===== config.mk =====
export PLATFORM = sky130hd
export DESIGN_NAME = x_play_seq
export DESIGN_NICKNAME = d
export VERILOG_FILES = /design/src/rtl/x_play_pkg.sv /design/src/rtl/x_play_tick.sv /design/src/rtl/x_play_seq.sv
export SDC_FILE = /design/constraint.sdc
export NUM_CORES = 1
export LEC_CHECK = 0
export CAP_MARGIN = 10
export CORE_MARGIN = 5
export CORE_UTILIZATION = 25
export CTS_CLUSTER_SIZE = 28
export DETAILED_ROUTE_END_ITERATION = 8
export GPL_TIMING_DRIVEN = 0
export MAX_ROUTING_LAYER = met4
export PLACE_DENSITY_LB_ADDON = 0.15
export SYNTH_ARGS = -nofsm -noshare
export SYNTH_HDL_FRONTEND = slang
export SYNTH_SLANG_ARGS = --single-unit

===== constraint.sdc =====
create_clock -name i_clk -period 8.2 [get_ports i_clk]
set_clock_uncertainty 0.15 [all_clocks]
set_input_delay 2.46 -clock i_clk [delete_from_list [all_inputs] [get_ports i_clk]]
set_output_delay 2.46 -clock i_clk [all_outputs]
set_load 0.01 [all_outputs]

===== src/rtl/x_play_pkg.sv =====
// x_play_pkg: shared types, default constants and sample clamp for the playback sequencer
package x_play_pkg;
  typedef enum logic [1:0] {IDLE, REQ, WAIT, HOLD} state_t;
  localparam int CODE_MAX_D  = 64;
  localparam int IDLE_CODE_D = 32;
  function automatic logic [31:0] clamp(input logic [31:0] v, input logic [31:0] max);
    return v > max ? max : v;
  endfunction
endpackage


===== src/rtl/x_play_tick.sv =====
// x_play_tick: loadable period down-counter; ticks when it reaches zero and reloads the period
module x_play_tick (
  input  logic        i_clk,
  input  logic        i_nrst,
  input  logic        i_clr,
  input  logic        i_load,
  input  logic        i_en,
  input  logic [15:0] i_div,
  output logic        o_tick
);
  logic [15:0] period;
  logic [15:0] cnt;
  assign o_tick = i_en && cnt == 16'd0;
  // Load period on start, count down while enabled, reload on each tick
  always_ff @(posedge i_clk) begin
    if (!i_nrst || i_clr) begin
      period <= '0;
      cnt    <= '0;
    end else if (i_load) begin
      period <= i_div;
      cnt    <= i_div;
    end else if (i_en) begin
      cnt <= o_tick ? period : cnt - 16'd1;
    end
  end
endmodule


===== src/rtl/x_play_seq.sv =====
// x_play_seq: memory-fed playback sequencer for the DAC encoder; define X_PLAY_SEQ_URCNT_EN to add o_urcnt
module x_play_seq
  import x_play_pkg::*;
#(
  parameter int ADDR_W    = 8,
  parameter int DATA_W    = 8,
  parameter int BIN_W     = 7,
  parameter int CODE_MAX  = CODE_MAX_D,
  parameter int RD_LAT    = 1,
  parameter int IDLE_CODE = IDLE_CODE_D
) (
  input  logic              i_clk,
  input  logic              i_nrst,
  input  logic              i_start,
  input  logic              i_stop,
  input  logic [ADDR_W-1:0] i_base,
  input  logic [ADDR_W-1:0] i_len,
  input  logic [15:0]       i_div,
  input  logic              i_loop,
  output logic              o_mem_req,
  output logic [ADDR_W-1:0] o_mem_addr,
  input  logic              i_mem_gnt,
  input  logic [DATA_W-1:0] i_mem_rdata,
  output logic [BIN_W-1:0]  o_bin,
  output logic              o_busy,
  output logic              o_done,
  output logic              o_underrun
`ifdef X_PLAY_SEQ_URCNT_EN
  ,
  output logic [15:0]       o_urcnt
`endif
);
  localparam int LW = RD_LAT > 1 ? $clog2(RD_LAT) : 1;
  state_t            state;
  logic [ADDR_W-1:0] base;
  logic [ADDR_W-1:0] len;
  logic              loop;
  logic [ADDR_W:0]   fetched;
  logic [ADDR_W:0]   played;
  logic [ADDR_W:0]   total;
  logic [BIN_W-1:0]  buf_q;
  logic              full;
  logic [LW-1:0]     wait_cnt;
  logic              tick;
  logic              start_ok;
  logic              last;
  assign o_busy   = state != IDLE;
  assign start_ok = state == IDLE && i_start && !i_stop;
  assign total    = (ADDR_W+1)'(len + 1);
  assign last     = played == total;
  x_play_tick u_tick (
    .i_clk  (i_clk),
    .i_nrst (i_nrst),
    .i_clr  (o_busy && (i_stop || (last && !loop))),
    .i_load (start_ok),
    .i_en   (o_busy),
    .i_div  (i_div),
    .o_tick (tick)
  );
  // Sequencer: fetch one sample ahead, play it on each tick, loop or finish after the last
  always_ff @(posedge i_clk) begin
    if (!i_nrst) begin
      state      <= IDLE;
      o_mem_req  <= 1'b0;
      o_mem_addr <= '0;
      base       <= '0;
      len        <= '0;
      loop       <= 1'b0;
      fetched    <= '0;
      played     <= '0;
      buf_q      <= '0;
      full       <= 1'b0;
      wait_cnt   <= '0;
      o_bin      <= BIN_W'(IDLE_CODE);
      o_done     <= 1'b0;
      o_underrun <= 1'b0;
    end else begin
      o_done     <= 1'b0;
      o_underrun <= 1'b0;
      if (state == IDLE) begin
        if (start_ok) begin
          base       <= i_base;
          len        <= i_len;
          loop       <= i_loop;
          o_mem_addr <= i_base;
          fetched    <= '0;
          played     <= '0;
          full       <= 1'b0;
          state      <= REQ;
          o_mem_req  <= 1'b1;
        end
      end else if (i_stop) begin
        state     <= IDLE;
        o_mem_req <= 1'b0;
        full      <= 1'b0;
        o_bin     <= BIN_W'(IDLE_CODE);
      end else begin
        if (tick) begin
          if (full) begin
            o_bin  <= buf_q;
            full   <= 1'b0;
            played <= (ADDR_W+1)'(played + 1);
          end else begin
            o_underrun <= 1'b1;
          end
        end
        if (last) begin
          if (loop) begin
            o_mem_addr <= base;
            fetched    <= '0;
            played     <= '0;
            state      <= REQ;
            o_mem_req  <= 1'b1;
          end else begin
            o_done    <= 1'b1;
            state     <= IDLE;
            o_mem_req <= 1'b0;
          end
        end else begin
          case (state)
            REQ: if (i_mem_gnt) begin
              o_mem_addr <= ADDR_W'(o_mem_addr + 1);
              fetched    <= (ADDR_W+1)'(fetched + 1);
              o_mem_req  <= 1'b0;
              wait_cnt   <= LW'(RD_LAT - 1);
              state      <= WAIT;
            end
            WAIT: if (wait_cnt == '0) begin
              buf_q <= BIN_W'(clamp(32'(i_mem_rdata), CODE_MAX));
              full  <= 1'b1;
              state <= HOLD;
            end else begin
              wait_cnt <= wait_cnt - 1'b1;
            end
            HOLD: if (fetched < total && !full) begin
              state     <= REQ;
              o_mem_req <= 1'b1;
            end
            default: ;
          endcase
        end
      end
    end
  end
`ifdef X_PLAY_SEQ_URCNT_EN
  // Saturating underrun tally, cleared by reset and by an accepted start
  always_ff @(posedge i_clk) begin
    if (!i_nrst || start_ok) o_urcnt <= '0;
    else if (o_busy && !i_stop && tick && !full && o_urcnt != 16'hFFFF) o_urcnt <= o_urcnt + 16'd1;
  end
`endif
endmodule


==> results.toml <==
[critical_path]
arrival_ps = 2650
path_max_fanout = 10
worst-setup-path-type = "reg2out"
cp.required_ps = 5590
end_kind = "output pin"
start_kind = "flop"

[clock_network]
cts-resized-gates = 0
cts_max_path_buffers = 2
cts_sinks = 95
cts_root_buf = "clkbuf_16"
cts_max_level = 3
post_cts_buffers = 0
cts_tree = "yes"
cts.clk_slew.worst_paths_ps = 70
insertion_delay_ps = 360
postCtsHoldBufs = 0
cts_buffers = 9

[place]
dpl.hpwl_mm = 12.7
port_buffers = 64
gp_congestion = 0.871
place_area_sq_um = 6140

[power]
power.density_nw_per_um2 = 303
ir_drop_mv = 0.122
clkPwrFrac_pct = 23.9
power_frac_seq_pct = 31.3
comb_power_share_pct = 44.8
switching_share_pct = 42.0
p_total_mw = 1.95
p_leak_nw = 2.25
p_int_mw = 1.13
p_sw_uw = 822

[layout]
final_nets = 795
fin_util_pct = 31.8
area_delta_synth_final_pct = 25.2
drive_above_1_share_pct = 5.43
diodes = 0
fin_area_sq_um = 6460

[global_routing]
antenna_found_initial = 0
grt_max_degree = 17
grt_use_total_pct = 14.8
grt_pass1_vias = 4916
grt_pass1_wl_mm = 27.2
grt_overflow = 0

[drt]
firstDrtPassIters = 5
dr_total_vias = 4998
drtIter0Drc = 262
avgViaCountPerCell = 4.96
wl_per_cell_um = 17.0
drtAntennaViolNets = 0
highest_layer = "met4"
routed-wl-met2_mm = 8.38
wl_met1_mm = 7.93
wl_met3_um = 630
finalWirelength_mm = 17.1
drc_errors = 0

[logic_synthesis]
synth_edf_count = 0
synthCells = 657
ys_types = 69
yosys_warnings = 0
syn_area_sq_um = 5160
syn_nets = 720
ys_seq_area_share_pct = 36.9
synth_flop_cell = "dfxtp_1"
synth.avg_cell_area_sq_um = 7.85
synth-seq-cells = 95
synth-async-reset-ratio_pct = 0

[run_status]
status = "completed"

[floorplan]
fp.dieH_um = 154
die_w_um = 154
die_area_sq_um = 23600
pin_count = 65
num_rows = 52
initial_core_util_pct = 25.4
coreArea_sq_um = 20300

[worst_hold_path]
hp-class = "reg2reg"

[sta]
relSlewSlack_pct = 36.1
finalMaxSlewViolations = 0
fin_crit_sh_pct = 64.1
worst_pin_slew_ps = 950
hold_violations = 0
finalSetupTns_ps = 0
fmax_mhz = 190
finalSetupViolations = 0
period_needed_ps = 5260
rsz0062_at_grt = "no"

[run]
cap_violations = 0
==> layout make-up <==
cell class / instances / area, sq um
plain buffers: 41 / 176
clock buffers: 10 / 229
clock inverters: 6 / 92.6
fillers: 2200 / 13800
inverters: 11 / 41.3
multi-input cells: 510 / 3040
flip-flops and latches: 95 / 1900
well taps: 270 / 338
repair buffers: 64 / 641
==> power by group through the flow <==
stage / clock, mW / sequential, mW / combinational [mW]
floorplan: 0 / 0.604 / 0.601
finish: 0.467 / 0.612 / 0.876
global route: 0.494 / 0.623 / 0.981
CTS: 0.478 / 0.612 / 0.879
detailed placement: 0 / 0.621 / 0.873
global placement: 0 / 0.618 / 0.864
==> stage by stage <==
step                setup slack (ps)  hold WS (ps)  cells
floorplan                       4180           281    657
global placement                2660           292    991
detailed placement              2660           296    991
CTS                             2900           306   1007
global route                    2860           325   1007
finish                          2940           304   1007
==> worst max-delay path: stages, from the launching register on <==
cell and delay, ps:
dfxtp_1 400, inv_1 90, ha_1 190, clkbuf_1 260
inv_1 140, clkbuf_1 550, clkdlybuf4s50_1 670
==> state kept, by name, indices dropped and copies added (netlist names) <==
signal / flops
base: 8
buf_q: 7
fetched: 9
full: 1
len: 8
loop: 1
o_bin: 7
o_done: 1
o_mem_addr: 8
o_mem_req: 1
o_underrun: 1
played: 9
state: 2
u_tick.cnt: 16
u_tick.period: 16
==> Yosys cell counts, types with 5 or more instances <==
cell      instances  area share, %
mux2_2            5            1.1
ha_1             17            4.1
xor2_1           10            1.7
o221a_1           5            1.1
a21oi_1          75            7.3
buf_2             5           0.49
o31ai_1           5           0.73
nand2_1         118            8.6
dfxtp_1          95             37
clkbuf_1         31            2.3
o21ai_0          34            3.3
nor3_1           17            1.6
xnor2_1          11            1.9
a211oi_1          8            1.2
nand3_1          23            2.2
nor2b_1           5           0.61
a22oi_1           6           0.87
mux2i_1          10            1.9
nand2b_1          5           0.61
nand4_1          14            1.7
or3_1             6           0.73
and3_1            7           0.85
nor2_1           48            3.5
o311ai_0          6            1.0
inv_1             9           0.65
a31oi_1          12            1.5
==> kinds of logic (layout without fill, tap and decap cells) <==
| family | count (synthesis) | in the layout | share of synthesized area (%) |
|---|---|---|---|
| flip-flops | 95 | 95 | 36.9 |
| adder cells (fa/ha/maj) | 18 | 18 | 4.32 |
| AND/OR/NAND/NOR | 265 | 265 | 24.0 |
| multiplexers | 15 | 15 | 3.03 |
| XOR/XNOR | 23 | 23 | 4.32 |
| buffers and inverters | 52 | 132 | 4.22 |
| AO/OA/AOI/OAI | 189 | 189 | 23.3 |
==> per-layer routing <==
layer / vias to the layer above / track usage, %
li1: 2528 / -
met1: 2365 / 18.4
met2: 91 / 25.0
met3: 14 / 2.59
met4: 0 / 3.91
met5: - / -
==> cells in the final DEF (no fill, tap or decap), drive strengths merged, types with 11 or more instances in the layout <==
cell type	count
a21oi	75
a31oi	12
clkbuf	42
clkdlybuf4s50	64
dfxtp	95
ha	17
inv	11
nand2	119
nand3	23
nand4	14
nor2	49
nor3	17
o21ai	35
xnor2	12
==> worst paths after layout <==
check | startpoint | endpoint | slack [ps] | depth (start not counted)
worst max-delay path | state[0] | o_busy | 2940 | 6
worst min-delay path | u_tick.period[6] | u_tick.period[6] | 300 | 2
worst max register to register | len[0] | u_tick.period[10] | 4460 | 11
worst min register to register | u_tick.period[6] | u_tick.period[6] | 300 | 2
No activity file was read; power rests on OpenSTA's default activity.
